$ cat src/rtl/axis_window_pkg.sv
// Shared types and geometry helpers for the axis_window crop block.
package axis_window_pkg;

   typedef enum logic [1:0] {
      WAIT_SOF,
      ACTIVE,
      DONE
   } win_state_t;

   // Length of [off, off+len) clipped to [0, total).
   function automatic logic [31:0] clip_len(
      input logic [31:0] off,
      input logic [31:0] len,
      input logic [31:0] total
   );
      logic [31:0] room;
      logic [31:0] res;
      room = total - off;
      if (off >= total)
         res = '0;
      else if (len < room)
         res = len;
      else
         res = room;
      return res;
   endfunction

endpackage

$ cat src/rtl/axis_window_reg_slice.sv
// Registered valid/data/user/last output stage with ready pass-through.
module axis_reg_slice #(
   parameter int W = 8
) (
   input  logic         clk,
   input  logic         resetn,
   input  logic         clr,
   input  logic         in_valid,
   input  logic [W-1:0] in_data,
   input  logic         in_user,
   input  logic         in_last,
   output logic         in_ready,
   output logic         out_valid,
   output logic [W-1:0] out_data,
   output logic         out_user,
   output logic         out_last,
   input  logic         out_ready
);

   assign in_ready = ~out_valid | out_ready;

   always_ff @(posedge clk or negedge resetn) begin
      if (!resetn) begin
         out_valid <= 1'b0;
         out_data  <= '0;
         out_user  <= 1'b0;
         out_last  <= 1'b0;
      end else if (clr) begin
         out_valid <= 1'b0;
         out_user  <= 1'b0;
         out_last  <= 1'b0;
      end else if (in_valid && in_ready) begin
         out_valid <= 1'b1;
         out_data  <= in_data;
         out_user  <= in_user;
         out_last  <= in_last;
      end else if (out_ready) begin
         out_valid <= 1'b0;
      end
   end

endmodule

$ cat src/rtl/axis_window.sv
// Crops a rectangular window out of an AXI4-Stream video frame.
module axis_window
   import axis_window_pkg::*;
#(
   parameter int C_PIXEL_WIDTH = 8,
   parameter int C_RESO_WIDTH  = 10
) (
   input  logic                     clk,
   input  logic                     resetn,
   input  logic                     fsync,
   input  logic [C_RESO_WIDTH-1:0]  s_width,
   input  logic [C_RESO_WIDTH-1:0]  s_height,
   input  logic [C_RESO_WIDTH-1:0]  win_left,
   input  logic [C_RESO_WIDTH-1:0]  win_top,
   input  logic [C_RESO_WIDTH-1:0]  win_width,
   input  logic [C_RESO_WIDTH-1:0]  win_height,
   output logic [C_RESO_WIDTH-1:0]  m_width,
   output logic [C_RESO_WIDTH-1:0]  m_height,
   input  logic                     s_axis_tvalid,
   input  logic [C_PIXEL_WIDTH-1:0] s_axis_tdata,
   input  logic                     s_axis_tuser,
   input  logic                     s_axis_tlast,
   output logic                     s_axis_tready,
   output logic                     m_axis_tvalid,
   output logic [C_PIXEL_WIDTH-1:0] m_axis_tdata,
   output logic                     m_axis_tuser,
   output logic                     m_axis_tlast,
   input  logic                     m_axis_tready
);

   localparam int RW = C_RESO_WIDTH;
   localparam int CW = C_RESO_WIDTH + 1;

   logic [RW-1:0] cfg_sw, cfg_sh, cfg_l, cfg_t, cfg_w, cfg_h;
   logic          boot;

   always_ff @(posedge clk or negedge resetn) begin
      if (!resetn) begin
         cfg_sw   <= '0;
         cfg_sh   <= '0;
         cfg_l    <= '0;
         cfg_t    <= '0;
         cfg_w    <= '0;
         cfg_h    <= '0;
         boot     <= 1'b1;
         m_width  <= '0;
         m_height <= '0;
      end else begin
         if (boot || fsync) begin
            cfg_sw <= s_width;
            cfg_sh <= s_height;
            cfg_l  <= win_left;
            cfg_t  <= win_top;
            cfg_w  <= win_width;
            cfg_h  <= win_height;
         end
         boot     <= 1'b0;
         m_width  <= RW'(clip_len(32'(cfg_l), 32'(cfg_w), 32'(cfg_sw)));
         m_height <= RW'(clip_len(32'(cfg_t), 32'(cfg_h), 32'(cfg_sh)));
      end
   end

   win_state_t st;
   logic [CW-1:0] col, row;
   logic          first;

   logic          acc, sof, live, in_win, emit, edge_last;
   logic [CW-1:0] c, r, row_nx, left_lim, top_lim;

   // A tuser pixel always restarts the frame at (0,0), whatever the state.
   assign acc       = s_axis_tvalid & s_axis_tready;
   assign sof       = s_axis_tuser;
   assign live      = sof | (st == ACTIVE);
   assign c         = sof ? '0 : col;
   assign r         = sof ? '0 : row;
   assign row_nx    = r + 1'b1;
   assign left_lim  = CW'(cfg_l) + CW'(m_width);
   assign top_lim   = CW'(cfg_t) + CW'(m_height);
   assign edge_last = (c == left_lim - 1'b1);
   assign in_win    = live
                    && (r >= CW'(cfg_t)) && (r < top_lim)
                    && (c >= CW'(cfg_l)) && (c < left_lim);
   assign emit      = acc & ~fsync & in_win;

   always_ff @(posedge clk or negedge resetn) begin
      if (!resetn) begin
         st    <= WAIT_SOF;
         col   <= '0;
         row   <= '0;
         first <= 1'b0;
      end else if (fsync) begin
         st    <= WAIT_SOF;
         col   <= '0;
         row   <= '0;
         first <= 1'b0;
      end else if (acc && live) begin
         first <= (sof | first) & ~in_win;
         if (s_axis_tlast) begin
            col <= '0;
            row <= row_nx;
            if (row_nx >= CW'(cfg_sh) || row_nx >= top_lim)
               st <= DONE;
            else
               st <= ACTIVE;
         end else begin
            col <= (c < CW'(cfg_sw)) ? c + 1'b1 : c;
            row <= r;
            st  <= ACTIVE;
         end
      end
   end

   axis_reg_slice #(
      .W (C_PIXEL_WIDTH)
   ) u_slice (
      .clk       (clk),
      .resetn    (resetn),
      .clr       (fsync),
      .in_valid  (emit),
      .in_data   (s_axis_tdata),
      .in_user   (sof | first),
      .in_last   (edge_last | s_axis_tlast),
      .in_ready  (s_axis_tready),
      .out_valid (m_axis_tvalid),
      .out_data  (m_axis_tdata),
      .out_user  (m_axis_tuser),
      .out_last  (m_axis_tlast),
      .out_ready (m_axis_tready)
   );

endmodule

$ cat config.mk
export PLATFORM = sky130hd
export DESIGN_NAME = axis_window
export DESIGN_NICKNAME = d
export VERILOG_FILES = /design/src/rtl/axis_window_pkg.sv /design/src/rtl/axis_window_reg_slice.sv /design/src/rtl/axis_window.sv
export SDC_FILE = /design/constraint.sdc
export NUM_CORES = 1
export LEC_CHECK = 0
export ABC_AREA = 1
export BUFFER_PORTS_ARGS = -buffer_cell sky130_fd_sc_hd__buf_2
export CAP_MARGIN = 5
export CORE_ASPECT_RATIO = 1.4
export CORE_MARGIN = 4
export CORE_UTILIZATION = 55
export CTS_CLUSTER_SIZE = 24
export DETAILED_ROUTE_END_ITERATION = 10
export PLACE_DENSITY = 0.82
export SLEW_MARGIN = 30
export SYNTH_ARGS = -nofsm -noshare
export SYNTH_HDL_FRONTEND = slang
export SYNTH_SLANG_ARGS = --single-unit
export TNS_END_PERCENT = 5
$ cat constraint.sdc
create_clock -name clk -period 4.45 [get_ports clk]
set_input_delay 0.89 -clock clk [delete_from_list [all_inputs] [get_ports clk]]
set_output_delay 0.89 -clock clk [all_outputs]
set_load 0.02 [all_outputs]
# --- Word level (Yosys, flattened, before mapping) ---
# Cells that the tools add are included.
word_totals:
  wordCells: 86
  regBits: 117
classes:
  mux: 26
  n_eq_ne: 2
  n_addsub: 7
  magnitude_cmp: 11
  reduce_logical: 12
  bitwise_logic: 11
ops:
  columns: ["op", "count"]
  rows:
  - ["$mux W11", 9]
  - ["$lt A10 B32 Y1", 2]
  - ["$mux W10", 4]
  - ["$ge A11 B10 Y1", 3]
  - ["$add A10 B10 Y11", 2]
  - ["$add A11 B1 Y11 const B", 2]
  - ["$lt A11 B11 Y1", 2]
  - ["$sub A10 B10 Y11", 2]
  - ["$ge A10 B10 Y1", 2]
  - ["$eq A11 B11 Y1", 1]
  - ["$ge A11 B11 Y1", 1]
  - ["$lt A11 B10 Y1", 1]
  - ["$sub A11 B1 Y11 const B", 1]
  - ["$mux W1", 9]
  - ["$mux W2", 4]
  - ["$logic_and A1 B1 Y1", 6]
  - ["$and A1 B1 Y1", 4]
  - ["$or A1 B1 Y1", 4]
  - ["$reduce_bool A2 Y1", 2]
  - ["$not A1 Y1", 3]
  - ["$reduce_bool A3 Y1", 1]
  - ["$eq A2 B1 Y1 const B", 1]
  - ["$logic_or A1 B1 Y1", 2]
  - ["$reduce_and A2 Y1", 1]

# --- Logic depth before layout (Yosys ltp) ---
# Gate-level depths: netlist of the first run.
logic_depth:
  ltp_word: 10
  ltp_mapped: 25
  depth_no_buf: 24

# --- By module ---
# From an unflattened synthesis of the first run, not the netlist that was laid out.
hier_totals:
  hier_cells: 1281
  area_unflattened_um2: 9631.7
modules_own_cells:
  columns: ["mod", "seq_area_each_um2", "n_inst", "cells_each", "area_each_um2"]
  rows:
  - ["axis_window", 2653.8, 1, 1230, 9137.5]
  - ["axis_reg_slice", 275.3, 1, 51, 494.2]

# --- Least setup slack after synthesis of the first run ---
# OpenSTA, ideal clock, no wires.
synth_timing:
  path_type: "input-to-reg"
  startpoint: "input s_axis_tuser"
  endpoint: "register st[1]"
  required_time_ps: 4334
  setup_time_ps: 116
  slack_ps: 839
  t_arrival_ps: 3495
  path_stages: 25
  cell_sequence: "buf_6 > clkbuf_8 > buf_2 > nor2_1 > ha_1 > nand2_4 > nor2_4 > nand2_2 > nor2_2 > nand2_2 > nand2_1 > inv_1 > ha_1 > nand2_1 > nor2_1 > a211oi_1 > o21ai_0 > nand2_1 > nand2_1 > o21ai_0 > nand3_1 > nand2_1 > nand2_1 > nand2_1 > nand2_1"
synth_via:
  elab_chain_len: 8
  word_cells_on_any_way: 12
  cone_classes: "add/sub: 1; order compare: 2; mux: 5; bitwise: 1; reduce/logical: 3"
synth_rtl:
  columns: ["element", "line_no", "source"]
  rows:
  - ["from (decl)", "axis_window.sv:21", "input logic s_axis_tuser,"]
  - ["$mux W11", "axis_window.sv:75", "assign r = sof ? '0 : row;"]
  - ["$add A11 B1 Y11", "axis_window.sv:76", "assign row_nx = r + 1'b1;"]
  - ["$ge A11 B10 Y1 or $ge A11 B11 Y1 (tied branches)", "axis_window.sv:101", "if (row_nx >= CW'(cfg_sh) || row_nx >= top_lim)"]
  - ["$logic_or A1 B1 Y1", "axis_window.sv:101", null]
  - ["$mux W2", "axis_window.sv:101", null]
  - ["$mux W2", "axis_window.sv:98", "if (s_axis_tlast) begin"]
  - ["$mux W2", "axis_window.sv:96", "end else if (acc && live) begin"]
  - ["$mux W2", "axis_window.sv:91", "end else if (fsync) begin"]
  - ["to (signal assigned)", "axis_window.sv:92", "st <= WAIT_SOF;"]
  - ["to (signal assigned)", "axis_window.sv:102", "st <= DONE;"]
  - ["to (signal assigned)", "axis_window.sv:104", "st <= ACTIVE;"]
  - ["to (decl)", "axis_window.sv:63", "win_state_t st;"]
# Several ways; a longest one is shown, not always the timed one. The select of a mux whose other input is x is not followed.
# A chain may end at the register's enable or synchronous reset.

# --- Worst setup path after layout of the first run ---
layout_timing:
  startpoint: "register cfg_t[0]"
  endpoint: "register u_slice.out_data[4]"
layout_via:
  elab_chain_len: 8
  word_cells_on_any_way: 10
  cone_classes: "add/sub: 1; order compare: 2; bitwise: 1; reduce/logical: 6"
layout_rtl:
  columns: ["element", "line_no", "source"]
  rows:
  - ["from (decl)", "axis_window.sv:34", "logic [RW-1:0] cfg_sw, cfg_sh, cfg_l, cfg_t, cfg_w, cfg_h;"]
  - ["from (signal assigned)", "axis_window.sv:53", "cfg_t <= win_top;"]
  - ["$add A10 B10 Y11 or $ge A11 B10 Y1 (tied branches)", "axis_window.sv:78, axis_window.sv:81", null]
  - ["$lt A11 B11 Y1 or $logic_and A1 B1 Y1 (tied branches)", "axis_window.sv:81", "&& (r >= CW'(cfg_t)) && (r < top_lim)"]
  - ["$logic_and A1 B1 Y1 (*)", "axis_window.sv:81", null]
  - ["$logic_and A1 B1 Y1 (*) (2 in series)", "axis_window.sv:82", "&& (c >= CW'(cfg_l)) && (c < left_lim);"]
  - ["$and A1 B1 Y1 (*)", "axis_window.sv:83", "assign emit = acc & ~fsync & in_win;"]
  - ["$logic_and A1 B1 Y1 (*)", "axis_window_reg_slice.sv:32", "end else if (in_valid && in_ready) begin"]
  - ["$reduce_and A2 Y1 (no source line) (*)", null, null]
  - ["to (signal assigned)", "axis_window_reg_slice.sv:34", "out_data <= in_data;"]
  - ["to (decl)", "axis_window_reg_slice.sv:14", "output logic [W-1:0] out_data,"]
# Mark *: on every way between the ends. The rest lies on a longest branch, timed or not.

==> metrics.cfg, run 1 <==
[run_status]
status=finished clean

[route]
drc=0
avgRoutedWirePerCell_um=16.0
drt_pass1_iterations=5
vias_per_cell=5.62
via_count=8833
ant_nets=0
first_iter_violations=592
routed_wl_um=25100

[power_and_ir_drop]
power_density_nw_per_um2=410
finalPower_mw=4.43
cellLeakagePower_nw=5.84
vdd_drop_max_uv=270

[die]
fp.dieW_um=118
die-area_um2=19300
initial_core_util=0.561
rows=56
core_um2=16700
ios=107
dieHeight_um=163

[sta]
finalMaxSlewViolations=0
fin_skew_ns=0.00798
finalHoldViolations=0
report.final.setup_viol=0
finalCriticalPeriod_ns=3.97
slew_headroom=0.371
grt_setup_unrepaired=no
fmax_mhz=252
finalSetupTns_ns=0
timing.final.crit_share=0.892
tightestPinTransition_ns=0.943

[synthesis]
synth_top_family_by_area=simple AND/OR/NAND/NOR gates
ys.flop_type=dfrtp_1
synth_edf_count=0
synth-compound-area-share=0.115
syn_nets=1453
synth_fa_ha_area_frac=0.183
async_flop_share=1.00
yosys_warnings=0
syn_area_um2=9390
synth.distinct_cells=53
synth.avg_cell_area_um2=7.55
synth-simple-area-share=0.245
ys_seq_area_frac=0.312
synth_cells=1243
synth-xor-area-share=0.0344
ys_ff_latch=117
synthMuxAreaShare=0.0264

[worst_setup_path]
end_kind=flip-flop
cp_max_fo=12
crit_required_ns=4.81
cpPeakStageDelay_ns=0.40
rr_worst_depth=21
critPathBufInv=2
crit_type=flip-flop to flip-flop
crit_cells=21
crit_slowest_cell=dfrtp_1
critPathLaunchType=flip-flop
cp_cell_sequence=ha_1 > inv_1 > fa_1 > o21ai_0 > a21oi_1 > o21ai_0 > nand2_1 > nand2_1 > nand2_1 > nand2_1 > nand2_1 > nand2_1 > a21oi_1 > ha_1 > a2111oi_0 > nand3_1 > a21oi_1 > nand3_2 > clkinv_1 > nand2_1 > nand2_1
crit_arrival_ns=4.33
cpMostUsedCell=nand2_1
critPathTopFamily=compound AO/OA/AOI/OAI gates

[finish]
layout.nets=1566
drive_gt1_frac=0.147
antenna-diode-count=0
area_growth_pct=15.0

[placed_design]
dp_hpwl_um=19800
gp_congestion=0.970
portBuffers=106

[clocking]
cts_num_sinks=117
cts_root_buf=clkbuf_16
htreeDepth=4
tritoncts=built
clock_path_buffers=2
clkSlewWorstSetupHoldPaths_ns=0.06
clk_latency_ns=0.42
numCtsBuffers=17

[grt]
grt-ovfl-total=0
grt_use_total=0.266
antenna_found_initial=0
grt_max_degree=99
grt_pass1_vias=8872
grt_pass1_wl_um=41200

[worst_hold_path]
min_path_cells=2
min_path_type=flip-flop to flip-flop

[flow_run]
maxCapViolCount=0

## cells in the final DEF (no fill, tap or decap), drive strengths merged, types with 4 or more instances in the layout
master	n
mux2	22
nor3	10
dfrtp	116
fa	4
clkbuf	19
a31oi	4
o22ai	21
inv	183
xor2	28
ha	131
a21oi	97
nand2	263
buf	114
o21a	4
bufinv	4
xnor2	8
o21ai	50
clkinv	6
nand4	26
a211oi	6
nor2	157
nand3	70
## worst paths after layout
kind	from	end	slack, ns
worst max-delay path	cfg_t[0]	u_slice.out_data[4]	0.48
worst min-delay path	u_slice.out_data[0]	u_slice.out_data[0]	0.48
worst max register to register	cfg_t[0]	u_slice.out_data[4]	0.48
worst min register to register	u_slice.out_data[0]	u_slice.out_data[0]	0.48
max in group asynchronous	resetn	boot	2.91
min in group asynchronous	resetn	cfg_h[4]	0.55
## through the flow
stage	instance area (um^2)	hold WS (ns)	util	instances	setup slack, ns
floorplan	9390	0.444	-	1243	0.839
global placement	10200	0.466	0.607	1540	0.566
detailed placement	10200	0.464	0.607	1540	0.410
CTS	10800	0.480	0.645	1572	0.391
global route	10800	0.495	0.645	1572	0.106
finish	10800	0.480	0.645	1572	0.481
## routing by layer
metal / vias up / track usage / wire, um / part of all wire
li1: 4328 / - / - / -
met3: 87 / 0.0400 / 1230 / 0.049
met4: 0 / 0.158 / 1510 / 0.060
met1: 4123 / 0.281 / 9170 / 0.36
met2: 295 / 0.499 / 13200 / 0.53
met5: - / 0 / 0 / 0
## state kept, by name, summed over array words and instances (netlist names)
signal and cells:
m_width 10, col 11, u_slice.out_valid 1, u_slice.out_last 1, st 2, cfg_w 10, first 1, row 11
cfg_sw 10, u_slice.out_data 8, m_height 10, cfg_h 10, cfg_t 10, u_slice.out_user 1, cfg_sh 10, cfg_l 10
boot 1
## cells by family after synthesis
kind of cell,count (synthesis)
AOI/OAI and AO/OA,195
xor gates and xnor gates,36
adders and majority gates,135
buffers and inverters,202
DFF,117
muxes,22
other,1
and+or+nand+nor,535
## power by group
group          switching [mW]  internal (mW)
sequential             0.0857           1.16
combinational            1.09          0.597
clock                   0.533          0.960
## cell usage after synthesis, types with 8 or more instances
cell type	n	area share
dfrtp_1	116	0.31
o22ai_1	21	0.014
xnor2_1	8	0.0075
xor2_1	27	0.025
mux2_2	22	0.026
nand3_1	68	0.036
nand4_1	26	0.017
nand2_1	256	0.10
inv_1	173	0.069
nor3_1	8	0.0043
clkbuf_1	10	0.0040
nor2_1	148	0.059
o21ai_0	47	0.025
ha_1	131	0.17
a21oi_1	97	0.052
## area by class of cell
class                      count  area, um^2
clock buffer                  19         443
clock inverter                13         195
fill                        1397        5950
inverter                     182         686
multi-input combinational    924        5690
sequential                   117        2930
tap                          203         254
timing repair buffer         114         606
## worst register-to-register path: cells and delay by family, from the launching register on
family                   cells  cell delay, ns
AND/OR/NAND/NOR             10            0.97
flip-flops                   1            0.40
buffers and inverters        2            0.34
AO/OA/AOI/OAI                6            1.37
adder cells (fa/ha/maj)      3            0.84
## what timing repair did
| item | 4_1_cts | 5_1_grt |
|---|---|---|
| hold buffers | 0 | 0 |
| resized for setup | 0 | 1 |
| buffers inserted | 0 | 0 |
| setup endpoints to repair | 0 | 9 |
Note: power is estimated with default switching activity, not from simulation.
==> inputs of run 2 (changes only) <==
Settings changed: ABC_AREA 1 to 0.
==> metrics.cfg, run 2 <==
[clocking]
cts_root_buf=clkbuf_16  ; unchanged
tritoncts=built  ; unchanged
cts_num_sinks=117  ; unchanged
clock_path_buffers=2  ; unchanged
cts.repair.resized=0  ; unchanged
clkSlewWorstSetupHoldPaths_ns=0.06  ; about the same
numCtsBuffers=17  ; unchanged
htreeDepth=4  ; unchanged
cts_hold_buf=0  ; unchanged
clk_latency_ns=0.43  ; was 0.42 ns
postCtsSetupBuffers=0  ; unchanged

[finish]
drive_gt1_frac=0.250  ; was 0.147
area_growth_pct=15.9  ; was 15.0%
post-route-util=0.657  ; was 0.645
antenna-diode-count=0  ; unchanged
layoutNonFillerInstCount=1240  ; was 1572
largest_registers=col x11, row x11  ; unchanged
fillCellCount=1260  ; was 1397
layout_common_cells=ha_1, dfrtp_1, buf_2, inv_1, mux2_2  ; was nand2_1, inv_1, nor2_1, ha_1, dfrtp_1
multiInputGateArea_um2=5650  ; was 5690 um^2
regArea_um2=2930  ; unchanged
layout.nets=1241  ; was 1566
final_common_cell=ha_1  ; was nand2_1

[synthesis]
yosys_warnings=0  ; unchanged
ys_top_cells_by_count=ha_1, dfrtp_1, inv_1  ; was nand2_1, inv_1, nor2_1
synth_edf_count=0  ; unchanged
syn_area_um2=8920  ; was 9390 um^2
syn_nets=1124  ; was 1453
synth_top_area_cell=dfrtp_1  ; unchanged
synth.avg_cell_area_um2=9.76  ; was 7.55 um^2
synth_area_leaders=dfrtp_1, ha_1, mux2_2  ; was dfrtp_1, ha_1, nand2_1
ys_ff_latch=117  ; unchanged
synth_cells=914  ; was 1243
ys.flop_type=dfrtp_1  ; unchanged
synthMostInstantiatedCell=ha_1  ; was nand2_1
ys_seq_area_frac=0.328  ; was 0.312
async_flop_share=1.00  ; unchanged
yosysTopAreaCellShare=0.325  ; was 0.309
synth.distinct_cells=72  ; was 53

[route]
first_iter_violations=332  ; was 592
drc=0  ; unchanged
ant_nets=0  ; unchanged
routed_wl_um=21800  ; was 25100 um
avgRoutedWirePerCell_um=17.6  ; was 16.0 um
drt_pass1_iterations=5  ; unchanged
via_count=7311  ; was 8833
vias_per_cell=5.90  ; was 5.62

[grt]
grt_pass1_wl_um=36600  ; was 41200 um
grt_pass1_vias=7649  ; was 8872
antenna_found_initial=0  ; unchanged
grt_max_degree=53  ; was 99
grt_use_total=0.248  ; was 0.266
grt-ovfl-total=0  ; unchanged

[sta]
timing.final.crit_share=0.920  ; was 0.892
fmax_mhz=244  ; was 252 MHz
fin_skew_ns=0.0120  ; was 0.00798 ns
finalCriticalPeriod_ns=4.09  ; was 3.97 ns
finalMaxSlewViolations=0  ; unchanged
grt_setup_unrepaired=no  ; unchanged
tightestPinTransition_ns=0.968  ; was 0.943 ns
slew_headroom=0.355  ; was 0.371
report.final.setup_viol=0  ; unchanged
finalSetupTns_ns=0  ; unchanged
finalHoldViolations=0  ; unchanged

[placed_design]
portBuffers=106  ; unchanged
placed_cells=1208  ; was 1540
dp_hpwl_um=16800  ; was 19800 um
gp_congestion=0.878  ; was 0.970

[power_and_ir_drop]
combPwrFrac=0.347  ; was 0.382
vdd_drop_max_uv=308  ; was 270 uV
switching_share=0.350  ; was 0.387
power.internal_mw=2.61  ; was 2.72 mW
pwr-share-seq=0.306  ; was 0.281
cellLeakagePower_nw=5.34  ; was 5.84 nW
clkPwrFrac=0.347  ; was 0.337
power.switching_mw=1.41  ; was 1.71 mW
power_density_nw_per_um2=389  ; was 410 nW/um^2

[die]
fp.dieW_um=116  ; was 118 um
ios=107  ; unchanged
dieHeight_um=159  ; was 163 um
initial_core_util=0.567  ; was 0.561
rows=54  ; was 56
die-area_um2=18400  ; was 19300 um^2
core_um2=15700  ; was 16700 um^2

[worst_setup_path]
crit_type=flip-flop to flip-flop  ; unchanged
end_kind=flip-flop  ; unchanged
timing.rr.start=cfg_l[0]  ; was cfg_t[0]
critPathLaunchType=flip-flop  ; unchanged
crit_arrival_ns=4.40  ; was 4.33 ns
crit_required_ns=4.76  ; was 4.81 ns
rr_worst_depth=16  ; was 21
r2r_setup_slack_ns=0.36  ; was 0.48 ns
cp_max_fo=11  ; was 12
rr_endpoint=u_slice.out_data[1]  ; was u_slice.out_data[4]

[worst_hold_path]
hold_path_end=row[10]  ; was u_slice.out_data[0]
min_path_type=flip-flop to flip-flop  ; unchanged
min-delay-start=row[10]  ; was u_slice.out_data[0]
min_path_cells=2  ; unchanged

[flow_run]
maxCapViolCount=0  ; unchanged

[run_status]
status=finished clean  ; unchanged

## run 2: critical path, cell delays in order, from the launching register on
cell	delay, ns
dfrtp_1	0.41
ha_1	0.23
fa_1	0.41
a21o_1	0.22
a221oi_1	0.32
or3_1	0.22
nor2b_1	0.06
o21a_1	0.16
nor2_1	0.09
ha_1	0.25
a2111oi_0	0.53
o2111ai_1	0.18
nor2_1	0.14
nand4_1	0.10
inv_1	0.14
o211ai_4	0.19
mux2_2	0.33
## run 2: power groups by stage
stage          combinational (mW)  clock, mW  sequential (mW)
4_1_cts                      1.39       1.41             1.23
3_5_place_dp                 1.36          0             1.25
6_report                     1.39       1.39             1.23
5_1_grt                      1.57       1.47             1.24
3_3_place_gp                 1.32          0             1.25
2_1_floorplan               0.978          0             1.27
## run 2: worst max-delay path by stage
stage / startpoint / end / cells after the start
floorplan: s_axis_tuser / st[0] / 16
global placement: cfg_t[0] / u_slice.out_data[2] / 18
detailed placement: cfg_t[0] / u_slice.out_data[1] / 18
CTS: cfg_l[0] / u_slice.out_data[1] / 16
global route: cfg_l[0] / u_slice.out_data[7] / 16
finish: cfg_l[0] / u_slice.out_data[1] / 16
## run 2: stage by stage
step | setup WS, ns | power, mW | hold WS (ns) | cell area (um^2)
finish | 0.356 | 4.02 | 0.481 | 10300
global route | 0.0273 | 4.28 | 0.504 | 10300
CTS | 0.307 | 4.03 | 0.481 | 10300
detailed placement | 0.318 | 2.61 | 0.468 | 9730
global placement | 0.419 | 2.57 | 0.458 | 9730
floorplan | 0.428 | 2.24 | 0.442 | 8920
## run 2: routing by layer
layer  up-vias  routed length [um]  track usage
li1       3523                   -            -
met3        62                 920       0.0533
met4         0                 901        0.116
met5         -                   0            0
met2       196               11700        0.438
met1      3530                8290        0.279
## run 2: final cells by class
class	instances	share of cell area
Sequential cell	117	0.283
Multi-Input combinational cell	703	0.546
Timing Repair Buffer	119	0.0622
Clock buffer	19	0.0438
Tap cell	196	0.0237
Clock inverter	13	0.0143
Inverter	73	0.0265
## run 2: logic make-up (layout without fill, tap and decap cells)
kind of cell	after synthesis	after routing	synth area share
AO/OA/AOI/OAI	194	194	0.150
AND/OR/NAND/NOR	250	250	0.145
other	1	1	0.000420
XOR/XNOR	47	47	0.0477
adder cells (fa/ha/maj)	137	137	0.195
flip-flops	117	117	0.328
multiplexers	74	74	0.0930
buffers and inverters	94	224	0.0407
==> inputs of run 3 (changes only) <==
Settings changed: CORE_UTILIZATION 55 to 54, PLACE_DENSITY 0.82 to 0.84.
Clock period 4.45 ns to 3.4 ns, I/O delays scaled along.
==> metrics.cfg, run 3 (synthesis gave the netlist of run 2 again) <==
[worst_setup_path]
critPathLaunchType=flip-flop  ; unchanged
cpPeakStageDelay_ns=0.42  ; was 0.53 ns
cpMostUsedCell=nor2_1
crit_slowest_cell=dfrtp_2  ; was a2111oi_0
crit_required_ns=3.71  ; was 4.76 ns
crit_type=flip-flop to flip-flop  ; unchanged
end_kind=flip-flop  ; unchanged
cp_cell_sequence=ha_2 > fa_2 > a21o_1 > a221oi_2 > or3_4 > nor2b_1 > o21a_1 > nor2_1 > ha_1 > nand2_2 > nor2_1 > a221oi_1 > o2111ai_1 > nor2_1 > nand4_1 > inv_2 > o211ai_4 > clkbuf_16 > mux2_2  ; was ha_1 > fa_1 > a21o_1 > a221oi_1 > or3_1 > nor2b_1 > o21a_1 > nor2_1 > ha_1 > a2111oi_0 > o2111ai_1 > nor2_1 > nand4_1 > inv_1 > o211ai_4 > mux2_2
crit_arrival_ns=4.42  ; was 4.40 ns
cp_max_fo=5  ; was 11

[die]
rows=55  ; was 54
dieHeight_um=160  ; was 159 um
core_um2=16200  ; was 15700 um^2
die-area_um2=18700  ; was 18400 um^2
fp.dieW_um=117  ; was 116 um
initial_core_util=0.552  ; was 0.567
ios=107  ; unchanged

[power_and_ir_drop]
vdd_drop_max_uv=444  ; was 308 uV
power.internal_mw=3.91  ; was 2.61 mW
finalPower_mw=6.09  ; was 4.02 mW
clkPwrFrac=0.310  ; was 0.347
combPwrFrac=0.422  ; was 0.347
cellLeakagePower_nw=6.04  ; was 5.34 nW
power_density_nw_per_um2=519  ; was 389 nW/um^2
power.switching_mw=2.17  ; was 1.41 mW
pwr-share-seq=0.268  ; was 0.306
switching_share=0.357  ; was 0.350

[finish]
regArea_um2=2930  ; about the same
drive_gt1_frac=0.380  ; was 0.250
area_growth_pct=31.5  ; was 15.9%
antenna-diode-count=0  ; unchanged
final_common_cell=buf_4  ; was ha_1
fillCellCount=925  ; was 1260
post-route-util=0.726  ; was 0.657
layoutNonFillerInstCount=1371  ; was 1240
layout.nets=1369  ; was 1241
largest_registers=col x11, row x11  ; unchanged
layout_common_cells=buf_4, ha_1, dfrtp_1, buf_2, mux2_2  ; was ha_1, dfrtp_1, buf_2, inv_1, mux2_2
multiInputGateArea_um2=6010  ; was 5650 um^2

[sta]
slew_headroom=0.470  ; was 0.355
grt_setup_unrepaired=yes  ; was no
finalMaxSlewViolations=0  ; unchanged
finalHoldViolations=0  ; unchanged
timing.final.crit_share=1.21  ; was 0.920
setup_ws_ns=-0.711  ; was 0.356 ns
fmax_mhz=243  ; was 244 MHz
tightestPinTransition_ns=0.795  ; was 0.968 ns
finalCriticalPeriod_ns=4.11  ; was 4.09 ns
report.final.setup_viol=34  ; was 0
worst_hold_slack_ns=0.312  ; was 0.481 ns
fin_skew_ns=0.0139  ; was 0.0120 ns

[clocking]
tritoncts=built  ; unchanged
clk_latency_ns=0.44  ; was 0.43 ns
clkSlewWorstSetupHoldPaths_ns=0.06  ; about the same
clock_path_buffers=2  ; unchanged
cts_num_sinks=117  ; unchanged
htreeDepth=4  ; unchanged
cts_root_buf=clkbuf_16  ; unchanged
numCtsBuffers=17  ; unchanged

[route]
via_count=8697  ; was 7311
avgRoutedWirePerCell_um=21.7  ; was 17.6 um
drt_pass1_iterations=7  ; was 5
first_iter_violations=620  ; was 332
drc=0  ; unchanged
vias_per_cell=6.34  ; was 5.90
ant_nets=0  ; unchanged
routed_wl_um=29800  ; was 21800 um

[grt]
grt_max_degree=57  ; was 53
grt_use_total=0.306  ; was 0.248
grt_pass1_vias=9199  ; was 7649
grt-ovfl-total=0  ; unchanged
grt_pass1_wl_um=45000  ; was 36600 um
antenna_found_initial=0  ; unchanged

[placed_design]
portBuffers=106  ; unchanged
dp_hpwl_um=18700  ; was 16800 um
placed_cells=1320  ; was 1208
preCtsSetupSlack_ns=-0.554  ; was 0.318 ns
gp_congestion=0.890  ; was 0.878

[run_status]
violations=negative setup slack
status=finished, violations left  ; was finished clean

[flow_run]
maxCapViolCount=0  ; unchanged

[worst_hold_path]
min_path_type=input pin to asynchronous set/reset pin  ; was flip-flop to flip-flop

==> run 3: cell type report <==
cell class,count,area share
clock buffers,24,0.0410
clock inverters,8,0.0106
inverters,73,0.0234
multi-input cells,703,0.512
flip-flops and latches,117,0.250
well taps,199,0.0212
repair buffers,247,0.142
==> run 3: routing by layer <==
| layer | GRT usage | share of wire |
|---|---|---|
| met1 | 0.313 | 0.34 |
| met2 | 0.535 | 0.51 |
| met3 | 0.0633 | 0.064 |
| met4 | 0.220 | 0.089 |
| met5 | 0 | 0 |
==> run 3: worst max-delay path, delay by kind of cell (launching register included) <==
family,cells,cell delay (ns)
and+or+nand+nor,7,0.86
muxes,1,0.26
buffers and inverters,2,0.36
AOI/OAI and AO/OA,6,1.22
adders and majority gates,3,0.87
DFF,1,0.42
==> run 3: power groups by stage <==
stage	logic [mW]	clock network (mW)	registers, mW
6_report	2.57	1.89	1.63
4_1_cts	2.33	1.88	1.61
3_3_place_gp	2.05	0	1.63
3_5_place_dp	2.14	0	1.63
5_1_grt	2.78	1.93	1.63
2_1_floorplan	1.32	0	1.66
==> run 3: repair_timing <==
item | 4_1_cts | 5_1_grt
resized for setup | 48 | 33
pin swaps | 17 | 26
buffers inserted | 9 | 7
setup endpoints to repair | 34 | 34
gates cloned | 2 | 1
hold buffers | 0 | 0
==> run 3: final timing paths <==
check                                 endpoint  slack (ns)  cells past startpoint  startpoint
hold / removal                        cfg_w[8]        0.31                      1      resetn
hold reg to reg                        col[10]        0.50                      2     col[10]
setup reg to reg           u_slice.out_data[5]       -0.71                     19  m_width[0]
min in group clk                     cfg_sw[1]        0.47                      2  s_width[1]
max in group asynchronous                 boot        2.24                      2      resetn
setup / recovery           u_slice.out_data[5]       -0.71                     19  m_width[0]
==> run 3: through the flow <==
| step | area, um^2 | setup TNS, ns |
|---|---|---|
| after floorplan | 9010 | -3.13 |
| after global placement | 10700 | -7.03 |
| after detailed placement | 10700 | -12.65 |
| after CTS | 11500 | -7.43 |
| after global routing | 11700 | -18.99 |
| final | 11700 | -16.07 |
